<file path="src/rtl/fft_ctrl_if.sv">
// rtl/fft_ctrl_if.sv - butterfly operand/write-back bus between the FFT controller and its datapath
interface fft_ctrl_if #(
    parameter int ADDR_WIDTH = 4
);
    localparam int SW = $clog2(ADDR_WIDTH) + 1;

    logic                  start;
    logic                  bf_ready;
    logic                  bf_valid;
    logic [ADDR_WIDTH-1:0] rd_addr_a;
    logic [ADDR_WIDTH-1:0] rd_addr_b;
    logic [ADDR_WIDTH-1:0] tw_addr;
    logic [SW-1:0]         stage;
    logic                  wr_en;
    logic [ADDR_WIDTH-1:0] wr_addr_a;
    logic [ADDR_WIDTH-1:0] wr_addr_b;
    logic                  busy;
    logic                  done;

    modport master (
        input  start, bf_ready,
        output bf_valid, rd_addr_a, rd_addr_b, tw_addr, stage,
        output wr_en, wr_addr_a, wr_addr_b, busy, done
    );

    modport slave (
        output start, bf_ready,
        input  bf_valid, rd_addr_a, rd_addr_b, tw_addr, stage,
        input  wr_en, wr_addr_a, wr_addr_b, busy, done
    );
endinterface

</file>
<file path="src/rtl/fft_ctrl.sv">
// rtl/fft_ctrl.sv - radix-2 DIT FFT sequencer: butterfly address generation, stage drain and write-back timing
module fft_ctrl #(
    parameter int ADDR_WIDTH = 4,
    parameter int PIPE_LAT   = 2
) (
    input  logic      clk,
    input  logic      rst,
    fft_ctrl_if.master bus
);
    localparam int N    = 1 << ADDR_WIDTH;
    localparam int S    = ADDR_WIDTH;
    localparam int HALF = N / 2;
    localparam int SW   = $clog2(S) + 1;
    localparam int AW   = ADDR_WIDTH;

    typedef enum logic [1:0] {IDLE, RUN, DRAIN, DONE} state_t;

    state_t        state;
    logic [SW-1:0] stage_q;
    logic [AW-1:0] k;
    logic [3:0]    drain_cnt;
    logic          bf_valid_q;
    logic          busy_q;
    logic          done_q;
    logic [AW-1:0] rd_a_q;
    logic [AW-1:0] rd_b_q;
    logic [AW-1:0] tw_q;

    logic          pipe_v [PIPE_LAT];
    logic [AW-1:0] pipe_a [PIPE_LAT];
    logic [AW-1:0] pipe_b [PIPE_LAT];

    logic accept;

    // Top operand: group base (grp * 2 * span) plus position inside the group.
    function automatic logic [AW-1:0] calc_a(input logic [SW-1:0] s, input logic [AW-1:0] kk);
        int sh;
        logic [AW-1:0] mask;
        sh   = int'(s);
        mask = (AW'(1) << sh) - AW'(1);
        return ((kk >> sh) << (sh + 1)) | (kk & mask);
    endfunction

    // Bottom operand sits one span above the top operand.
    function automatic logic [AW-1:0] calc_b(input logic [SW-1:0] s, input logic [AW-1:0] kk);
        return calc_a(s, kk) + (AW'(1) << int'(s));
    endfunction

    // Twiddle index: position within the group scaled to the N-point ROM.
    function automatic logic [AW-1:0] calc_tw(input logic [SW-1:0] s, input logic [AW-1:0] kk);
        int sh;
        logic [AW-1:0] mask;
        sh   = int'(s);
        mask = (AW'(1) << sh) - AW'(1);
        return (kk & mask) << (S - 1 - sh);
    endfunction

    assign accept = bf_valid_q && bus.bf_ready;

    // Sequencer FSM; address outputs are registered for the next butterfly presented.
    always_ff @(posedge clk) begin
        if (rst) begin
            state      <= IDLE;
            stage_q    <= '0;
            k          <= '0;
            drain_cnt  <= '0;
            bf_valid_q <= 1'b0;
            busy_q     <= 1'b0;
            done_q     <= 1'b0;
            rd_a_q     <= '0;
            rd_b_q     <= '0;
            tw_q       <= '0;
        end else begin
            case (state)
                IDLE: begin
                    done_q <= 1'b0;
                    if (bus.start) begin
                        state      <= RUN;
                        stage_q    <= '0;
                        k          <= '0;
                        bf_valid_q <= 1'b1;
                        busy_q     <= 1'b1;
                        rd_a_q     <= calc_a('0, '0);
                        rd_b_q     <= calc_b('0, '0);
                        tw_q       <= calc_tw('0, '0);
                    end
                end
                RUN: begin
                    if (bus.bf_ready) begin
                        if (k == AW'(HALF - 1)) begin
                            state      <= DRAIN;
                            drain_cnt  <= '0;
                            bf_valid_q <= 1'b0;
                        end else begin
                            k      <= k + 1'b1;
                            rd_a_q <= calc_a(stage_q, k + 1'b1);
                            rd_b_q <= calc_b(stage_q, k + 1'b1);
                            tw_q   <= calc_tw(stage_q, k + 1'b1);
                        end
                    end
                end
                DRAIN: begin
                    if (drain_cnt == 4'(PIPE_LAT - 1)) begin
                        if (stage_q == SW'(S - 1)) begin
                            state  <= DONE;
                            busy_q <= 1'b0;
                            done_q <= 1'b1;
                        end else begin
                            state      <= RUN;
                            stage_q    <= stage_q + 1'b1;
                            k          <= '0;
                            bf_valid_q <= 1'b1;
                            rd_a_q     <= calc_a(stage_q + 1'b1, '0);
                            rd_b_q     <= calc_b(stage_q + 1'b1, '0);
                            tw_q       <= calc_tw(stage_q + 1'b1, '0);
                        end
                    end else begin
                        drain_cnt <= drain_cnt + 1'b1;
                    end
                end
                DONE: begin
                    done_q <= 1'b0;
                    state  <= IDLE;
                end
                default: state <= IDLE;
            endcase
        end
    end

    // Write-back delay line mirroring the butterfly datapath latency; flushed on reset.
    always_ff @(posedge clk) begin
        if (rst) begin
            for (int i = 0; i < PIPE_LAT; i++) begin
                pipe_v[i] <= 1'b0;
                pipe_a[i] <= '0;
                pipe_b[i] <= '0;
            end
        end else begin
            pipe_v[0] <= accept;
            pipe_a[0] <= rd_a_q;
            pipe_b[0] <= rd_b_q;
            for (int i = 1; i < PIPE_LAT; i++) begin
                pipe_v[i] <= pipe_v[i-1];
                pipe_a[i] <= pipe_a[i-1];
                pipe_b[i] <= pipe_b[i-1];
            end
        end
    end

    assign bus.bf_valid  = bf_valid_q;
    assign bus.rd_addr_a = rd_a_q;
    assign bus.rd_addr_b = rd_b_q;
    assign bus.tw_addr   = tw_q;
    assign bus.stage     = stage_q;
    assign bus.busy      = busy_q;
    assign bus.done      = done_q;
    assign bus.wr_en     = pipe_v[PIPE_LAT-1];
    assign bus.wr_addr_a = pipe_a[PIPE_LAT-1];
    assign bus.wr_addr_b = pipe_b[PIPE_LAT-1];
endmodule

</file>
<file path="src/flat_wrapper.sv">
// flat-port wrapper written by rule: the top's interface ports become plain ports
module fft_ctrl_flat 
#(
    parameter int ADDR_WIDTH = 4,
    parameter int PIPE_LAT   = 2
)
  (clk, rst, bus_start, bus_bf_ready, bus_bf_valid, bus_rd_addr_a, bus_rd_addr_b, bus_tw_addr, bus_stage, bus_wr_en, bus_wr_addr_a, bus_wr_addr_b, bus_busy, bus_done);
  fft_ctrl_if #(.ADDR_WIDTH(ADDR_WIDTH)) bus_i ();
  input  logic clk;
  input  logic rst;
  input wire logic [$bits(bus_i.start)-1:0] bus_start;
  input wire logic [$bits(bus_i.bf_ready)-1:0] bus_bf_ready;
  output wire logic [$bits(bus_i.bf_valid)-1:0] bus_bf_valid;
  output wire logic [$bits(bus_i.rd_addr_a)-1:0] bus_rd_addr_a;
  output wire logic [$bits(bus_i.rd_addr_b)-1:0] bus_rd_addr_b;
  output wire logic [$bits(bus_i.tw_addr)-1:0] bus_tw_addr;
  output wire logic [$bits(bus_i.stage)-1:0] bus_stage;
  output wire logic [$bits(bus_i.wr_en)-1:0] bus_wr_en;
  output wire logic [$bits(bus_i.wr_addr_a)-1:0] bus_wr_addr_a;
  output wire logic [$bits(bus_i.wr_addr_b)-1:0] bus_wr_addr_b;
  output wire logic [$bits(bus_i.busy)-1:0] bus_busy;
  output wire logic [$bits(bus_i.done)-1:0] bus_done;
  assign bus_i.start = bus_start;
  assign bus_i.bf_ready = bus_bf_ready;
  assign bus_bf_valid = bus_i.bf_valid;
  assign bus_rd_addr_a = bus_i.rd_addr_a;
  assign bus_rd_addr_b = bus_i.rd_addr_b;
  assign bus_tw_addr = bus_i.tw_addr;
  assign bus_stage = bus_i.stage;
  assign bus_wr_en = bus_i.wr_en;
  assign bus_wr_addr_a = bus_i.wr_addr_a;
  assign bus_wr_addr_b = bus_i.wr_addr_b;
  assign bus_busy = bus_i.busy;
  assign bus_done = bus_i.done;
  fft_ctrl #(.ADDR_WIDTH(ADDR_WIDTH), .PIPE_LAT(PIPE_LAT)) u_core (.clk(clk), .rst(rst), .bus(bus_i));
endmodule
</file>
<file path="config.mk">
export PLATFORM = sky130hd
export DESIGN_NAME = fft_ctrl_flat
export DESIGN_NICKNAME = d
export VERILOG_FILES = /design/src/rtl/fft_ctrl_if.sv /design/src/rtl/fft_ctrl.sv /design/src/flat_wrapper.sv
export SDC_FILE = /design/constraint.sdc
export NUM_CORES = 1
export LEC_CHECK = 0
export CAP_MARGIN = 20
export CORE_AREA = 2 2 71 73
export CTS_BUF_LIST = sky130_fd_sc_hd__clkbuf_8 sky130_fd_sc_hd__clkbuf_16
export DETAILED_ROUTE_END_ITERATION = 12
export DIE_AREA = 0 0 73 75
export PLACE_DENSITY = 0.77
export SLEW_MARGIN = 20
export SYNTH_ARGS = -nofsm -noshare
export SYNTH_HDL_FRONTEND = slang
export SYNTH_SLANG_ARGS = --single-unit
</file>
<file path="constraint.sdc">
create_clock -name clk -period 3.9 [get_ports clk]
set_input_delay 0.78 -clock clk [delete_from_list [all_inputs] [get_ports clk]]
set_output_delay 0.78 -clock clk [all_outputs]
set_load 0.05 [all_outputs]
</file>
=== Yosys cells after proc, flatten, opt, wreduce, memory -nomap -nowiden ===
Memories as Yosys holds them, arrays and structs flattened.
Cells that the tools add are included.

* Register bits: 28
* Bits in latches: 0
* Bits in writable memories: 18
* Memory bits (read-only): 0
* Input bits: 4
* Output and inout bits: 27
* Logic and storage cells: 124
* Memories kept: 3

{| class="wikitable"
|+ Memories
! memory !! words !! width !! rd ports !! clocked after memory_dff !! write ports !! RTL line !! RTL
|-
| u_core.pipe_a || 2 || 4 || 2 || 0 || 2 || fft_ctrl.sv:30 || <nowiki>logic [AW-1:0] pipe_a [PIPE_LAT];</nowiki>
|-
| u_core.pipe_b || 2 || 4 || 2 || 0 || 2 || fft_ctrl.sv:31 || <nowiki>logic [AW-1:0] pipe_b [PIPE_LAT];</nowiki>
|-
| u_core.pipe_v || 2 || 1 || 2 || 0 || 2 || fft_ctrl.sv:29 || <nowiki>logic pipe_v [PIPE_LAT];</nowiki>
|}

* Add/sub/neg operators: 10
* $mul: 0
* Div/mod/pow operators: 0
* $lt $le $gt $ge: 0
* Equality and inequality tests: 14
* Shift-type cells: 8
* Muxes and demuxes: 57
* Bitwise logic cells: 8
* Reduce and logical (&&, ||, !) cells: 14

{| class="wikitable"
|+ Operator list
! cell !! count
|-
| $mux 4 || 25
|-
| $shl 4x32->4 || 3
|-
| $pmux 4 s3 || 4
|-
| $shl 1x32->4 const A || 1
|-
| $reduce_and 4->1 || 4
|-
| $mux 1 || 14
|-
| $reduce_and 6->1 || 2
|-
| $mux 2 || 5
|-
| $ne 2x2->1 const B || 5
|-
| $mux 3 || 3
|-
| $add 3x1->4 const B || 2
|-
| $add 4x1->4 const B || 2
|-
| $add 4x4->4 || 2
|-
| $pmux 2 s4 || 1
|-
| $pmux 4 s2 || 1
|-
| $shl 1x3->4 const A || 2
|-
| $sub 2x3->4 const A || 2
|-
| $ne 2x1->1 const B || 3
|-
| $or 1x1->1 || 6
|-
| $pmux 3 s2 || 1
|-
| $reduce_bool 2->1 || 3
|-
| $and 4x4->4 || 1
|-
| $eq 2x2->1 const B || 2
|-
| $eq 4x1->1 const B || 1
|-
| other kinds (15) || 16
|}

=== Depth between registers and ports, before layout ===
* Depth after elaboration: 8
* Gate-level depth with buffers: 15
* Gate-level depth less buffers: 14

=== Worst setup path after synthesis ===
OpenSTA, ideal clock, no wires.

* Path type: register -> register
* Start: reg u_core.stage_q[0], in the netlist u_core.bus.stage[0]
* End: reg u_core.rd_b_q[3], in the netlist u_core.bus.rd_addr_b[3]
* Library setup time: 79 ps
* Arrival: 3297 ps
* Data required time: 3821 ps
* Slack: 524 ps
* Cell stages (with the launch flop): 15
* Cells stage by stage: dfxtp_1 > clkbuf_1 > inv_1 > ha_1 > and3b_1 > nand3b_1 > o21ai_0 > a21oi_1 > inv_1 > ha_1 > a21o_1 > a21oi_1 > xor2_1 > or4_1 > o211ai_1

* Cells in the longest elaborated chain, start to end: 8

{| class="wikitable"
|+ Ends and longest elaborated chain
! element !! RTL line !! RTL
|-
| from (decl) || fft_ctrl.sv:19 || <nowiki>logic [SW-1:0] stage_q;</nowiki>
|-
| from (signal assigned) || fft_ctrl.sv:110 || <nowiki>stage_q <= stage_q + 1'b1;</nowiki>
|-
| parallel branches: the longest is 8 deep, another holds $add 3x1->4 || n/a ||
|-
| to (signal assigned) || fft_ctrl.sv:84 || <nowiki>rd_b_q <= calc_b('0, '0);</nowiki>
|-
| to (signal assigned) || fft_ctrl.sv:97 || <nowiki>rd_b_q <= calc_b(stage_q, k + 1'b1);</nowiki>
|-
| to (signal assigned) || fft_ctrl.sv:114 || <nowiki>rd_b_q <= calc_b(stage_q + 1'b1, '0);</nowiki>
|-
| to (decl) || fft_ctrl.sv:26 || <nowiki>logic [AW-1:0] rd_b_q;</nowiki>
|}

Parallel ways; which one is timed is not known. The select of a mux whose other input is x is not followed.
A chain may end at the register's enable or synchronous reset.

=== Worst setup path after layout ===
Same ends and word-level chain as after synthesis.

==> flow_metrics.tcl <==
set metrics [dict create \
    synth-seq-cells 46 \
    ys_warn_count 0 \
    gp_congestion 0.915 \
    fin_tns_setup_ns 0 \
    viasPerCell 5.78 \
    drt-initial-drc-count 97 \
    instances_no_fill 367 \
    multiInputGateArea_um2 1400 \
    drtAntennaViolNets 0 \
    period_needed_ns 3.48 \
    final-hold-violation-count 0 \
    cts_tree "done" \
    tightest_slew_ns 0.601 \
    grt_start_max_net_pins 38 \
    dp_slack_ns 0.518 \
    synth-edff-count 0 \
    holdBufCountCts 0 \
    cp-end-kind "register" \
    nNetsFinal 334 \
    startpoint_type "register" \
    synth_cell_types 57 \
    fin_skew_ns 0.0152 \
    status "finished, final reports clean" \
    syn-cell-area_um2 2510 \
    drt_wl_total_mm 5.40 \
    die_y_um 75 \
    synth_area_leaders "dfxtp_1, ha_1, nor2b_1" \
    path_max_fanout 16 \
    yosysSeqAreaShare 0.367 \
    cts.sinks 46 \
    wl_per_cell_um 14.7 \
    worstSkewPairLatency_ns 0.31 \
    cts.path.max_buffers 2 \
    cap_violations 0 \
    portBuffers 30 \
    htree_levels 2 \
    max_freq_mhz 287 \
    finalSetupViolations 0 \
    fin_crit_sh 0.892 \
    max_slew_margin 0.597 \
    mostFrequentLayoutCells "dfxtp_1, clkdlybuf4s50_1, nor2_1" \
    worst_slack_ns 0.421 \
    cts_root_buffer "clkbuf_8" \
    rsz0062_at_grt "no" \
    nFillCells 413 \
    synth_fp_nets 321 \
    synth.top_cell.area_share 0.367 \
    avgSynthCellArea_um2 8.39 \
    yosys.area.top_type "dfxtp_1" \
    grt_pass1_vias 1964 \
    synth-main-ff-cell "dfxtp_1" \
    clkTransAtPathRegs_ns 0.10 \
    synth_cells 299 \
    dp_cells 359 \
    cts_buffers 5 \
    track_usage 0.208 \
    cts_setup_buffers 0 \
    initial_utilization 0.539 \
    slew_violations 0 \
    min_path_type "reg -> reg" \
    overflow 0 \
    drive_above_1_share 0.0511 \
    io_pins 31 \
    drc 0 \
    async_flop_share 0 \
    antenna_found_initial 0 \
    seq_area_um2 921 \
    hpwl_mm 3.91 \
    fp.dieArea_um2 5480 \
    p_per_area_nw_per_um2 522 \
    path_class "reg -> reg" \
    fin_hold_ws_ns 0.441 \
    die_w_um 73 \
    grt_pass1_wl_mm 8.94 \
    final_common_cell "dfxtp_1" \
    rows 25 \
    dr_total_vias 2123 \
    p_leak_uw 0.00108 \
    total_power_uw 1500 \
    diodes 0 \
    cp.required_ns 4.13 \
    cp.arrival_ns 3.70 \
    ir_drop_v 0.000328 \
    area_growth_pct 14.7 \
    cts_resized 0 \
    core_area_um2 4660 \
    drt-pass1-iter-count 4 \
]
[sequential cells by signal, summed over array words and instances (netlist names)]
register              cells
u_core.bus.tw_addr        4
u_core.bus.rd_addr_a      4
u_core.bus.done           1
u_core.pipe_v             2
u_core.state              2
u_core.drain_cnt          4
u_core.bus.busy           1
u_core.bus.stage          3
u_core.pipe_b             8
u_core.bus.bf_valid       1
u_core.k                  4
u_core.bus.rd_addr_b      4
u_core.pipe_a             8
[where the power goes]
group	switching (µW)	internal (µW)
combinational	382	200
sequential	45.4	516
clock	166	192
[through the flow]
step | cell area [µm²] | utilization
after floorplan | 2510 | -
after global placement | 2770 | 0.594
after detailed placement | 2770 | 0.594
after CTS | 2880 | 0.618
after global routing | 2880 | 0.618
final | 2880 | 0.618
[kinds of logic (layout without fill, tap and decap cells)]
group	count (synthesis)	count (layout)	synth area share
and+or+nand+nor	119	119	0.256
xor gates and xnor gates	9	9	0.0314
muxes	3	3	0.0125
DFF	46	46	0.367
buffers and inverters	41	55	0.0743
AOI/OAI and AO/OA	63	63	0.166
adders and majority gates	18	18	0.0927
[path summary, 6_finish.rpt]
check / end / cells past startpoint / startpoint / slack [ns]
max: u_core.bus.rd_addr_b[3] / 14 / u_core.bus.stage[0] / 0.42
min: u_core.pipe_b[0][6] / 1 / u_core.pipe_b[0][2] / 0.44
max reg2reg: u_core.bus.rd_addr_b[3] / 14 / u_core.bus.stage[0] / 0.42
min reg2reg: u_core.pipe_b[0][6] / 1 / u_core.pipe_b[0][2] / 0.44
[layer usage]
metal | vias up | track usage | wire [µm]
met5 | - | 0 | 0
met4 | 0 | 0.0823 | 103
met3 | 13 | 0.0375 | 252
met2 | 63 | 0.354 | 2590
met1 | 989 | 0.262 | 2450
li1 | 1058 | - | -
[synth_stat cells, types with 2 or more instances]
library cell and n:
nand2b_1 7, o21ai_0 12, inv_1 14, nor3_1 4
buf_4 8, nand2_1 22, and3_1 3, a22o_1 2
dfxtp_1 46, nor2b_1 21, nand3_1 14, or3_1 4
mux2i_1 2, buf_2 2, nand3b_1 3, a211oi_1 3
o31ai_1 2, o211ai_1 2, clkbuf_1 16, or4_1 2
xor2_1 5, nand4b_1 2, nor2_1 23, nand4_1 6
ha_1 17, o2bb2ai_1 3, a21oi_1 20, a21boi_0 2
xnor2_1 4
[final cells by class]
type | instances | area share
Clock inverter | 3 | 0.0152
Inverter | 14 | 0.0183
Multi-Input combinational cell | 212 | 0.487
Sequential cell | 46 | 0.320
Clock buffer | 5 | 0.0239
Tap cell | 54 | 0.0235
Timing Repair Buffer | 33 | 0.112
[worst max-delay path, cell delays in order, from the launching register on]
cell and delay [ns]:
dfxtp_1 0.48, inv_1 0.26, ha_1 0.26, nor2b_1 0.28, inv_1 0.08, ha_1 0.31
o21ai_0 0.10, a21oi_1 0.28, inv_1 0.08, ha_1 0.28, a21o_1 0.18, a21oi_1 0.17
xor2_1 0.11, or4_1 0.42, o211ai_1 0.09
Power figures use the tool's default switching activity.
